## config.mk

```make
export PLATFORM = sky130hd
export DESIGN_NAME = mmc3_scanline_irq_flat
export DESIGN_NICKNAME = d
export VERILOG_FILES = /design/src/rtl/mmc3_scanline_irq_if.sv /design/src/rtl/mmc3_scanline_irq.sv /design/src/flat_wrapper.sv
export SDC_FILE = /design/constraint.sdc
export NUM_CORES = 1
export LEC_CHECK = 0
export CAP_MARGIN = 10
export CORE_MARGIN = 10
export CORE_UTILIZATION = 52
export DETAILED_ROUTE_END_ITERATION = 12
export PLACE_DENSITY_LB_ADDON = 0.15
export SLEW_MARGIN = 0
export SYNTH_ARGS = -nofsm -noshare
export SYNTH_HDL_FRONTEND = slang
export SYNTH_SLANG_ARGS = --single-unit
```

## constraint.sdc

```tcl
create_clock -name m2 -period 2.3 [get_ports m2]
set_input_delay 0.345 -clock m2 [delete_from_list [all_inputs] [get_ports m2]]
set_output_delay 0.345 -clock m2 [all_outputs]
set_load 0.02 [all_outputs]
```

## src/rtl/mmc3_scanline_irq_if.sv

```systemverilog
// mmc3_scanline_irq_if: mapper register write bus from the upstream address decode
interface mmc3_scanline_irq_if;
    logic       reg_write;
    logic [1:0] reg_sel;
    logic       reg_a0;
    logic [7:0] reg_data;
    modport master (output reg_write, reg_sel, reg_a0, reg_data);
    modport slave  (input  reg_write, reg_sel, reg_a0, reg_data);
endinterface

```

## src/rtl/mmc3_scanline_irq.sv

```systemverilog
// mmc3_scanline_irq: MMC3-style scanline counter clocked by filtered PPU A12 rises, active-low irq
module mmc3_scanline_irq #(
    parameter int unsigned FILTER_CYCLES = 3,
    parameter bit          ALT_IRQ       = 1'b0
) (
    input  logic                m2,
    input  logic                rst_n,
    mmc3_scanline_irq_if.slave  bus,
    input  logic                ppu_a12,
    output logic                irq,
    output logic [7:0]          counter_dbg
);
    localparam logic [3:0] FILT = FILTER_CYCLES[3:0];

    logic [1:0] sync;
    logic       a12_prev;
    logic [3:0] low_cnt;
    logic [7:0] latch;
    logic [7:0] counter;
    logic       reload;
    logic       enable;
    logic       pending;

    logic       a12_s;
    logic       wr_c000;
    logic       wr_c001;
    logic       wr_e000;
    logic       wr_e001;
    logic       valid_edge;
    logic       clk_cnt;
    logic       reload_path;
    logic [7:0] cnt_next;
    logic       irq_cond;
    logic [3:0] low_cnt_next;

    always_comb begin
        a12_s        = sync[1];
        wr_c000      = bus.reg_write && bus.reg_sel == 2'b10 && !bus.reg_a0;
        wr_c001      = bus.reg_write && bus.reg_sel == 2'b10 &&  bus.reg_a0;
        wr_e000      = bus.reg_write && bus.reg_sel == 2'b11 && !bus.reg_a0;
        wr_e001      = bus.reg_write && bus.reg_sel == 2'b11 &&  bus.reg_a0;
        valid_edge   = a12_s && !a12_prev && low_cnt >= FILT;
        // a $C001 write in the same cycle swallows the edge
        clk_cnt      = valid_edge && !wr_c001;
        reload_path  = counter == 8'd0 || reload;
        cnt_next     = reload_path ? latch : counter - 8'd1;
        irq_cond     = enable && cnt_next == 8'd0 &&
                       (!ALT_IRQ || ((counter != 8'd0 || reload) && (!reload_path || latch != 8'd0)));
        low_cnt_next = a12_s ? 4'd0 : (low_cnt == 4'hf ? low_cnt : low_cnt + 4'd1);
    end

    always_ff @(posedge m2 or negedge rst_n) begin
        if (!rst_n) begin
            sync     <= 2'b00;
            a12_prev <= 1'b0;
            low_cnt  <= 4'd0;
            latch    <= 8'd0;
            counter  <= 8'd0;
            reload   <= 1'b0;
            enable   <= 1'b0;
            pending  <= 1'b0;
            irq      <= 1'b1;
        end else begin
            sync     <= {sync[0], ppu_a12};
            a12_prev <= a12_s;
            low_cnt  <= low_cnt_next;
            irq      <= ~pending;
            if (wr_c000)
                latch <= bus.reg_data;
            if (wr_c001) begin
                counter <= 8'd0;
                reload  <= 1'b1;
            end else if (clk_cnt) begin
                counter <= cnt_next;
                reload  <= 1'b0;
            end
            if (wr_e000)
                enable <= 1'b0;
            else if (wr_e001)
                enable <= 1'b1;
            if (wr_e000)
                pending <= 1'b0;
            else if (clk_cnt && irq_cond)
                pending <= 1'b1;
        end
    end

    assign counter_dbg = counter;
endmodule

```

## src/flat_wrapper.sv

```systemverilog
// flat-port wrapper written by rule: the top's interface ports become plain ports
module mmc3_scanline_irq_flat 
#(
    parameter int unsigned FILTER_CYCLES = 3,
    parameter bit          ALT_IRQ       = 1'b0
)
  (m2, rst_n, ppu_a12, irq, counter_dbg, bus_reg_write, bus_reg_sel, bus_reg_a0, bus_reg_data);
  mmc3_scanline_irq_if bus_i ();
  input  logic m2;
  input  logic rst_n;
  input  logic ppu_a12;
  output logic irq;
  output logic [7:0] counter_dbg;
  input wire logic [$bits(bus_i.reg_write)-1:0] bus_reg_write;
  input wire logic [$bits(bus_i.reg_sel)-1:0] bus_reg_sel;
  input wire logic [$bits(bus_i.reg_a0)-1:0] bus_reg_a0;
  input wire logic [$bits(bus_i.reg_data)-1:0] bus_reg_data;
  assign bus_i.reg_write = bus_reg_write;
  assign bus_i.reg_sel = bus_reg_sel;
  assign bus_i.reg_a0 = bus_reg_a0;
  assign bus_i.reg_data = bus_reg_data;
  mmc3_scanline_irq #(.FILTER_CYCLES(FILTER_CYCLES), .ALT_IRQ(ALT_IRQ)) u_core (.m2(m2), .rst_n(rst_n), .bus(bus_i), .ppu_a12(ppu_a12), .irq(irq), .counter_dbg(counter_dbg));
endmodule
```

; ---- Yosys cells after proc, flatten, opt, wreduce, memory -nomap -nowiden
; Index checks and enable logic that the tools add are counted.
; Widths: inputs -> output; s select.
[word_totals]
out_inout_bits = 9
elab_cells = 48
regBits = 27
in_bits = 15
[op_classes]
n_reduce_logical = 20
n_mux = 11
n_eq_ne = 4
addsub = 2
order_cmp = 1
bitwise = 1
[op_table]
columns = cell, n
row1 = $mux 8, 3
row2 = $logic_not 8->1, 2
row3 = $logic_and 1x1->1, 11
row4 = $mux 4, 2
row5 = $sub 8x1->8 const B, 1
row6 = $mux 1, 6
row7 = $reduce_bool 2->1, 3
row8 = $add 4x1->4 const B, 1
row9 = $eq 2x2->1 const B, 2
row10 = $eq 4x4->1 const B, 1
row11 = $ge 4x2->1 const B, 1
row12 = $logic_not 1->1, 3
row13 = $ne 2x1->1 const B, 1
row14 = $logic_or 1x1->1, 1
row15 = $not 1->1, 1

; ---- Longest topological paths before layout
; Gate-level depths: netlist (run 1).
[depth]
word_depth = 8
mapped_depth = 7

; ---- Least setup slack after synthesis (run 1)
; No wires, ideal clock.
[synth_timing]
path_type = register -> register
startpoint = register u_core.counter[0], in the netlist u_core.counter_dbg[0]
endpoint = register u_core.counter[5], in the netlist u_core.counter_dbg[5]
period_less_slack_ns = 1.985
path_slack_ns = 0.315
path_stages_with_launch = 8
t_arrival_ns = 1.834
path_cell_list = dfrtp_1 inv_1 ha_1 nor3b_2 a21oi_2 mux2_2 a22oi_1 nor2_1
[synth_between]
elab_chain_len = 5
word_cells_on_any_way = 6
cone_classes = add/sub (1) / mux (3) / reduce/logical (2)
[synth_rtl]
columns = item, line_no
row1 = start: declaration, mmc3_scanline_irq.sv:19  ; logic [7:0] counter;
row2 = start signal: assignment, mmc3_scanline_irq.sv:74  ; counter <= cnt_next;
row3 = branches (longest 2 deep; another with $sub 8x1->8), n/a
row4 = $mux 8 (*), mmc3_scanline_irq.sv:46  ; cnt_next = reload_path ? latch : counter - 8'd1;
row5 = $mux 8 (*), mmc3_scanline_irq.sv:73  ; end else if (clk_cnt) begin
row6 = $mux 8 (*), mmc3_scanline_irq.sv:70  ; if (wr_c001) begin
; Mark *: on every way between the ends. The select of a mux whose other input is x is not followed.
; A chain may end at the register's enable or synchronous reset.

; ---- Worst setup path in the final report (run 1)
; Same ends and word-level chain as after synthesis.

==> impl_metrics.yaml, run 1 <==
logic_synthesis:
  syn-num-nets: 145
  ys.flop_type: "dfrtp_1"
  syn-mean-instance-area_um2: 11.0
  synth_area_leaders: "dfrtp_1 (46%), mux2_2 (8.0%), nor2_1 (3.8%), ha_1 (2.7%), nor3_1 (2.5%)"
  ys_seq_elements: 27
  synth_edf_count: 0
  synthCells: 127
  ys_top_cells_by_count: "dfrtp_1 (26), nor2_1 (14), mux2_2 (10)"
  synth_cell_types: 39
  ys_seq_area_share_pct: 48.3
  synth_top_area_cell: "dfrtp_1"
  synth_area_um2: 1400
  yosysMostFrequentCell: "dfrtp_1"
  async_flop_share_pct: 100
  ys.warnings.count: 0
  synth.top_cell.area_share_pct: 46.5
sta:
  tightest_slew_ns: 0.432
  fmax_ghz: 0.510
  finalClockSkew_ns: 0.00677
  finalCritPeriodShare_pct: 85.2
  min_period_ns: 1.96
  setup_ws_ns: 0.340
  slew_viol_final: 0
  finalHoldViolCount: 0
  setup_viol: 0
  fin_tns_setup_ns: 0
  rsz0062_at_grt: "no"
  relSlewSlack_pct: 71.0
floorplan:
  rows: 18
  start_util_pct: 55.5
  core_um2: 2520
  io_pins: 24
  die_width_um: 71.9
  dieArea_um2: 5170
  die_h_um: 71.9
placed_design:
  dp_worst_setup_slack_ns: 0.363
  dp_hpwl_um: 2170
  port_buffers: 23
  globalplace.congestion: 0.797
global_routing:
  antenna_found_initial: 0
  grt_pass1_vias: 1124
  busiest_layer: "met2"
  use_met3_pct: 4.22
  met1_usage_pct: 13.8
  use_met2_pct: 19.3
  grt_pass1_wl_um: 5050
  grt_max_degree: 28
  grt_use_total_pct: 11.6
  grt_remaining_overflow: 0
routing:
  drt-initial-drc-count: 65
  drc: 0
  drtAntennaViolNets: 0
  detail_route.wl_per_cell_um: 15.6
  vias_per_cell: 5.81
  firstDrtPassIters: 5
  finalWirelength_um: 2910
  num_vias: 1087
worst_setup_path:
  arrival_ns: 2.19
  endpoint_kind: "flip-flop"
  crit_type: "flip-flop to flip-flop"
  start_kind: "flip-flop"
  path_max_fanout: 6
  crit_required_ns: 2.53
clock_tree:
  clock_insertion_delay_worst_skew_ns: 0.33
  numCtsBuffers: 3
  max-clock-path-buffers: 2
  cts-root-buf: "clkbuf_4"
  htreeDepth: 1
  cts_tree: "built"
  holdBufCountCts: 0
  clock_sinks: 27
  path_clk_slew_ns: 0.15
  ctsResizeCount: 0
  post-cts-setup-buffer-count: 0
power_and_ir_drop:
  power_density_nw_per_um2: 918
  p_int_w: 0.000966
  p_clk_share_pct: 13.1
  pwr-share-seq_pct: 44.1
  power_frac_comb_pct: 42.8
  swShare_pct: 38.8
  peakVddDrop_uv: 679
  p_switching_w: 0.000613
  p_leak_nw: 0.714
final_layout:
  syn_to_final_growth_pct: 22.9
  layout-drive-gt1-share_pct: 18.5
  final_nets: 176
  n_antenna_cell: 0
flow_run:
  cap_violations: 0
worst_hold_path:
  hp-class: "primary input to asynchronous set/reset pin"
status:
  status: "finished clean"
==> registers in the layout (all words and copies together) (netlist names) <==
name and cells:
u_core.sync 2, u_core.latch 8, u_core.a12_prev 1, u_core.enable 1
u_core.pending 1, u_core.counter_dbg 8, u_core.reload 1, u_core.irq 1
u_core.low_cnt 4
==> critical path: stages, from the launching register on <==
cell     delay [ns]
dfrtp_1        0.44
inv_1          0.11
ha_1           0.22
nor3b_2        0.17
a21oi_2        0.31
mux2_2         0.37
a22oi_1        0.18
nor2_1         0.06
==> layout make-up <==
class	instances	area [um^2]
Tap cell	30	37.5
Timing Repair Buffer	27	260
Multi-Input combinational cell	94	699
Fill cell	192	802
Sequential cell	27	677
Inverter	5	18.8
Clock buffer	3	22.5
Clock inverter	1	5.00
==> logic make-up after synthesis <==
group           synth area share, %
mux                            11.8
xor+xnor                       1.88
buf+inv                        1.70
compound gates                 14.4
flops                          48.3
fa+ha+maj                      2.68
simple gates                   19.2
==> worst paths after layout <==
check / cells after the start / from / to / slack (ns)
max: 7 / u_core.counter_dbg[0] / u_core.counter_dbg[5] / 0.34
min: 2 / rst_n / u_core.counter_dbg[3] / 0.35
max reg2reg: 7 / u_core.counter_dbg[0] / u_core.counter_dbg[5] / 0.34
min reg2reg: 0 / u_core.sync[0] / u_core.sync[1] / 0.38
max in group asynchronous: 2 / rst_n / u_core.irq / 1.64
min in group m2: 0 / u_core.sync[0] / u_core.sync[1] / 0.38
==> metal layers <==
metal  wire length, um  share of wire [%]  vias to the layer above
met2              1360                 47                       30
li1                  -                  -                      536
met1              1370                 47                      519
met5                 0                  0                        -
met4                 9               0.31                        0
met3               168                5.8                        2
==> cells in the final DEF (no fill, tap or decap), types with 2 or more instances in the layout <==
cell	synthesis	layout
nor2_1	14	14
inv_1	5	5
o21ai_0	7	7
ha_1	3	3
xnor2_1	3	3
a22oi_1	3	3
nand3_1	3	3
buf_4	0	4
nor3b_2	2	2
a211oi_1	2	2
a21oi_1	3	3
mux2i_1	3	3
o21bai_1	4	4
mux2_1	2	2
nor3_1	7	7
dfrtp_1	26	26
clkdlybuf4s50_1	0	23
mux2_2	10	10
nand4_1	2	2
nor3b_1	2	2
o311a_1	2	2
clkbuf_4	0	3
nor4_1	2	2
nand2_1	4	4
==> stage by stage <==
| stage | hold slack, ns | total power [W] | util, % | cells | area (um^2) |
|---|---|---|---|---|---|
| finish | 0.354 | 0.00158 | 68.2 | 187 | 1720 |
| global placement | 0.335 | 0.00136 | 67.1 | 183 | 1690 |
| detailed placement | 0.344 | 0.00137 | 67.1 | 183 | 1690 |
| global route | 0.360 | 0.00170 | 68.2 | 187 | 1720 |
| CTS | 0.362 | 0.00159 | 68.2 | 187 | 1720 |
| floorplan | 0.0494 | 0.00114 | - | 127 | 1400 |
==> power by group through the flow <==
stage          sequential, W  clock [W]  combinational (W)
2_1_floorplan       0.000731          0           0.000409
3_3_place_gp        0.000699          0           0.000660
3_5_place_dp        0.000704          0           0.000670
4_1_cts             0.000694   0.000213           0.000679
5_1_grt             0.000715   0.000236           0.000749
6_report            0.000697   0.000206           0.000676
Power figures use the tool's default switching activity.
==> run 2: changes to the inputs <==
Settings changed: CORE_UTILIZATION 52 to 56, HOLD_SLACK_MARGIN set to 0.12, PLACE_DENSITY set to 0.89, PLACE_DENSITY_LB_ADDON 0.15 to unset.
Clock period 2.3 ns to 2.5 ns, I/O delays scaled along.
==> impl_metrics.yaml, run 2 (same netlist as run 1, synthesis figures left out) <==
status:
  status: "finished clean"
global_routing:
  antenna_found_initial: 0
  grt_pass1_wl_um: 5420
  grt_max_degree: 28
  grt_pass1_vias: 1222
  grt_remaining_overflow: 0
  grt_use_total_pct: 13.0
clock_tree:
  path_clk_slew_ns: 0.15
  post-cts-setup-buffer-count: 0
  cts_tree: "built"
  clock_insertion_delay_worst_skew_ns: 0.32
  clock_sinks: 27
  ctsResizeCount: 0
  htreeDepth: 1
  numCtsBuffers: 3
  cts-root-buf: "clkbuf_4"
  holdBufCountCts: 0
  max-clock-path-buffers: 2
worst_setup_path:
  cp_cell_sequence: "inv_1, ha_1, nor3b_2, a21oi_2, mux2_1, a22oi_1, nor2_1"
  critPathSlowestCell: "dfrtp_1"
  endpoint_kind: "flip-flop"
  ff2ff_setup_slack_ns: 0.45
  r2r_start: "u_core.counter_dbg[0]"
  crit_required_ns: 2.73
  arrival_ns: 2.29
  r2r_end: "u_core.counter_dbg[3]"
  path_max_fanout: 6
  start_kind: "flip-flop"
  critPathMaxStageDelay_ns: 0.45
  cp.buffers_inverters: 1
  crit_type: "flip-flop to flip-flop"
  worstRegToRegCells: 7
  crit_family: "compound AO/OA/AOI/OAI gates"
final_layout:
  n_antenna_cell: 0
  fillers: 195
  layout_commonest_cell: "dfrtp_1"
  final_nets: 175
  syn_to_final_growth_pct: 22.3
  layout_common_cells: "dfrtp_1 (26), clkdlybuf4s50_1 (23), nor2_1 (14), mux2_2 (10)"
  final_cell_area_um2: 1710
  layout-drive-gt1-share_pct: 17.9
routing:
  drt-initial-drc-count: 83
  finalWirelength_um: 3120
  drc: 0
  drtAntennaViolNets: 0
  num_vias: 1138
  detail_route.wl_per_cell_um: 16.8
  vias_per_cell: 6.12
  firstDrtPassIters: 4
sta:
  setup_viol: 0
  relSlewSlack_pct: 58.1
  finalCritPeriodShare_pct: 82.2
  tightest_slew_ns: 0.625
  fmax_ghz: 0.487
  fin_tns_setup_ns: 0
  rsz0062_at_grt: "no"
  setup_ws_ns: 0.445
  slew_viol_final: 0
  finalClockSkew_ns: 0.00903
  finalHoldViolCount: 0
  min_period_ns: 2.05
placed_design:
  dp_hpwl_um: 2380
  globalplace.congestion: 0.894
  placed_area_um2: 1690
  port_buffers: 23
  dp_worst_setup_slack_ns: 0.498
worst_hold_path:
  hold_start: "u_core.sync[0]"
  hold_path_end: "u_core.sync[1]"
  hp-class: "flip-flop to flip-flop"
  min_path_cells: 0
floorplan:
  die_width_um: 70
  rows: 18
  core_um2: 2430
  dieArea_um2: 4900
  die_h_um: 70
  start_util_pct: 57.6
  io_pins: 24
flow_run:
  cap_violations: 0
power_and_ir_drop:
  p_leak_nw: 0.708
  power_density_nw_per_um2: 858
  peakVddDrop_uv: 563
## run 2: worst max path at each step
stage	start	end	cells after the start
5_1_grt	u_core.counter_dbg[0]	u_core.counter_dbg[3]	7
2_1_floorplan	u_core.counter_dbg[0]	u_core.counter_dbg[5]	7
4_1_cts	u_core.counter_dbg[0]	u_core.counter_dbg[3]	7
3_3_place_gp	bus_reg_sel[1]	u_core.latch[6]	4
3_5_place_dp	u_core.counter_dbg[0]	u_core.counter_dbg[3]	7
6_report	u_core.counter_dbg[0]	u_core.counter_dbg[3]	7
## run 2: metal layers
metal	up-vias	track usage (%)	part of all wire, %
li1	529	-	-
met1	560	15.3	44
met2	42	22.3	48
met3	7	2.12	6.1
met4	0	6.36	2.1
met5	-	0	0
## run 2: worst reg2reg max path: cells and delay by family (launching register included)
kind	cells	cell delay, ns
AND/OR/NAND/NOR	2	0.26
multiplexers	1	0.37
AO/OA/AOI/OAI	2	0.52
adder cells (fa/ha/maj)	1	0.24
flip-flops	1	0.45
buffers and inverters	1	0.12
## run 2: cell type report
| class | instances | area, um^2 | area share (%) |
|---|---|---|---|
| Timing Repair Buffer | 26 | 253 | 14.8 |
| Tap cell | 30 | 37.5 | 2.19 |
| Multi-Input combinational cell | 94 | 699 | 40.8 |
| Sequential cell | 27 | 677 | 39.5 |
| Clock inverter | 1 | 5.00 | 0.292 |
| Clock buffer | 3 | 22.5 | 1.31 |
| Inverter | 5 | 18.8 | 1.10 |
## run 2: power breakdown
part	internal [W]	switching (W)	total, W
registers	0.000520	0.000128	0.000648
logic	0.000310	0.000323	0.000633
clock network	0.0000600	0.000129	0.000189
total	0.000890	0.000580	0.00147
## run 2: per-stage QoR
step                      utilization (%)  hold WS [ns]  cells  total power, W
final                                70.4         0.370    186         0.00147
after global routing                 70.4         0.376    186         0.00156
after CTS                            70.4         0.368    186         0.00147
after detailed placement             69.3         0.336    182         0.00128
after global placement               69.3         0.334    182         0.00124
after floorplan                         -        0.0794    127         0.00105
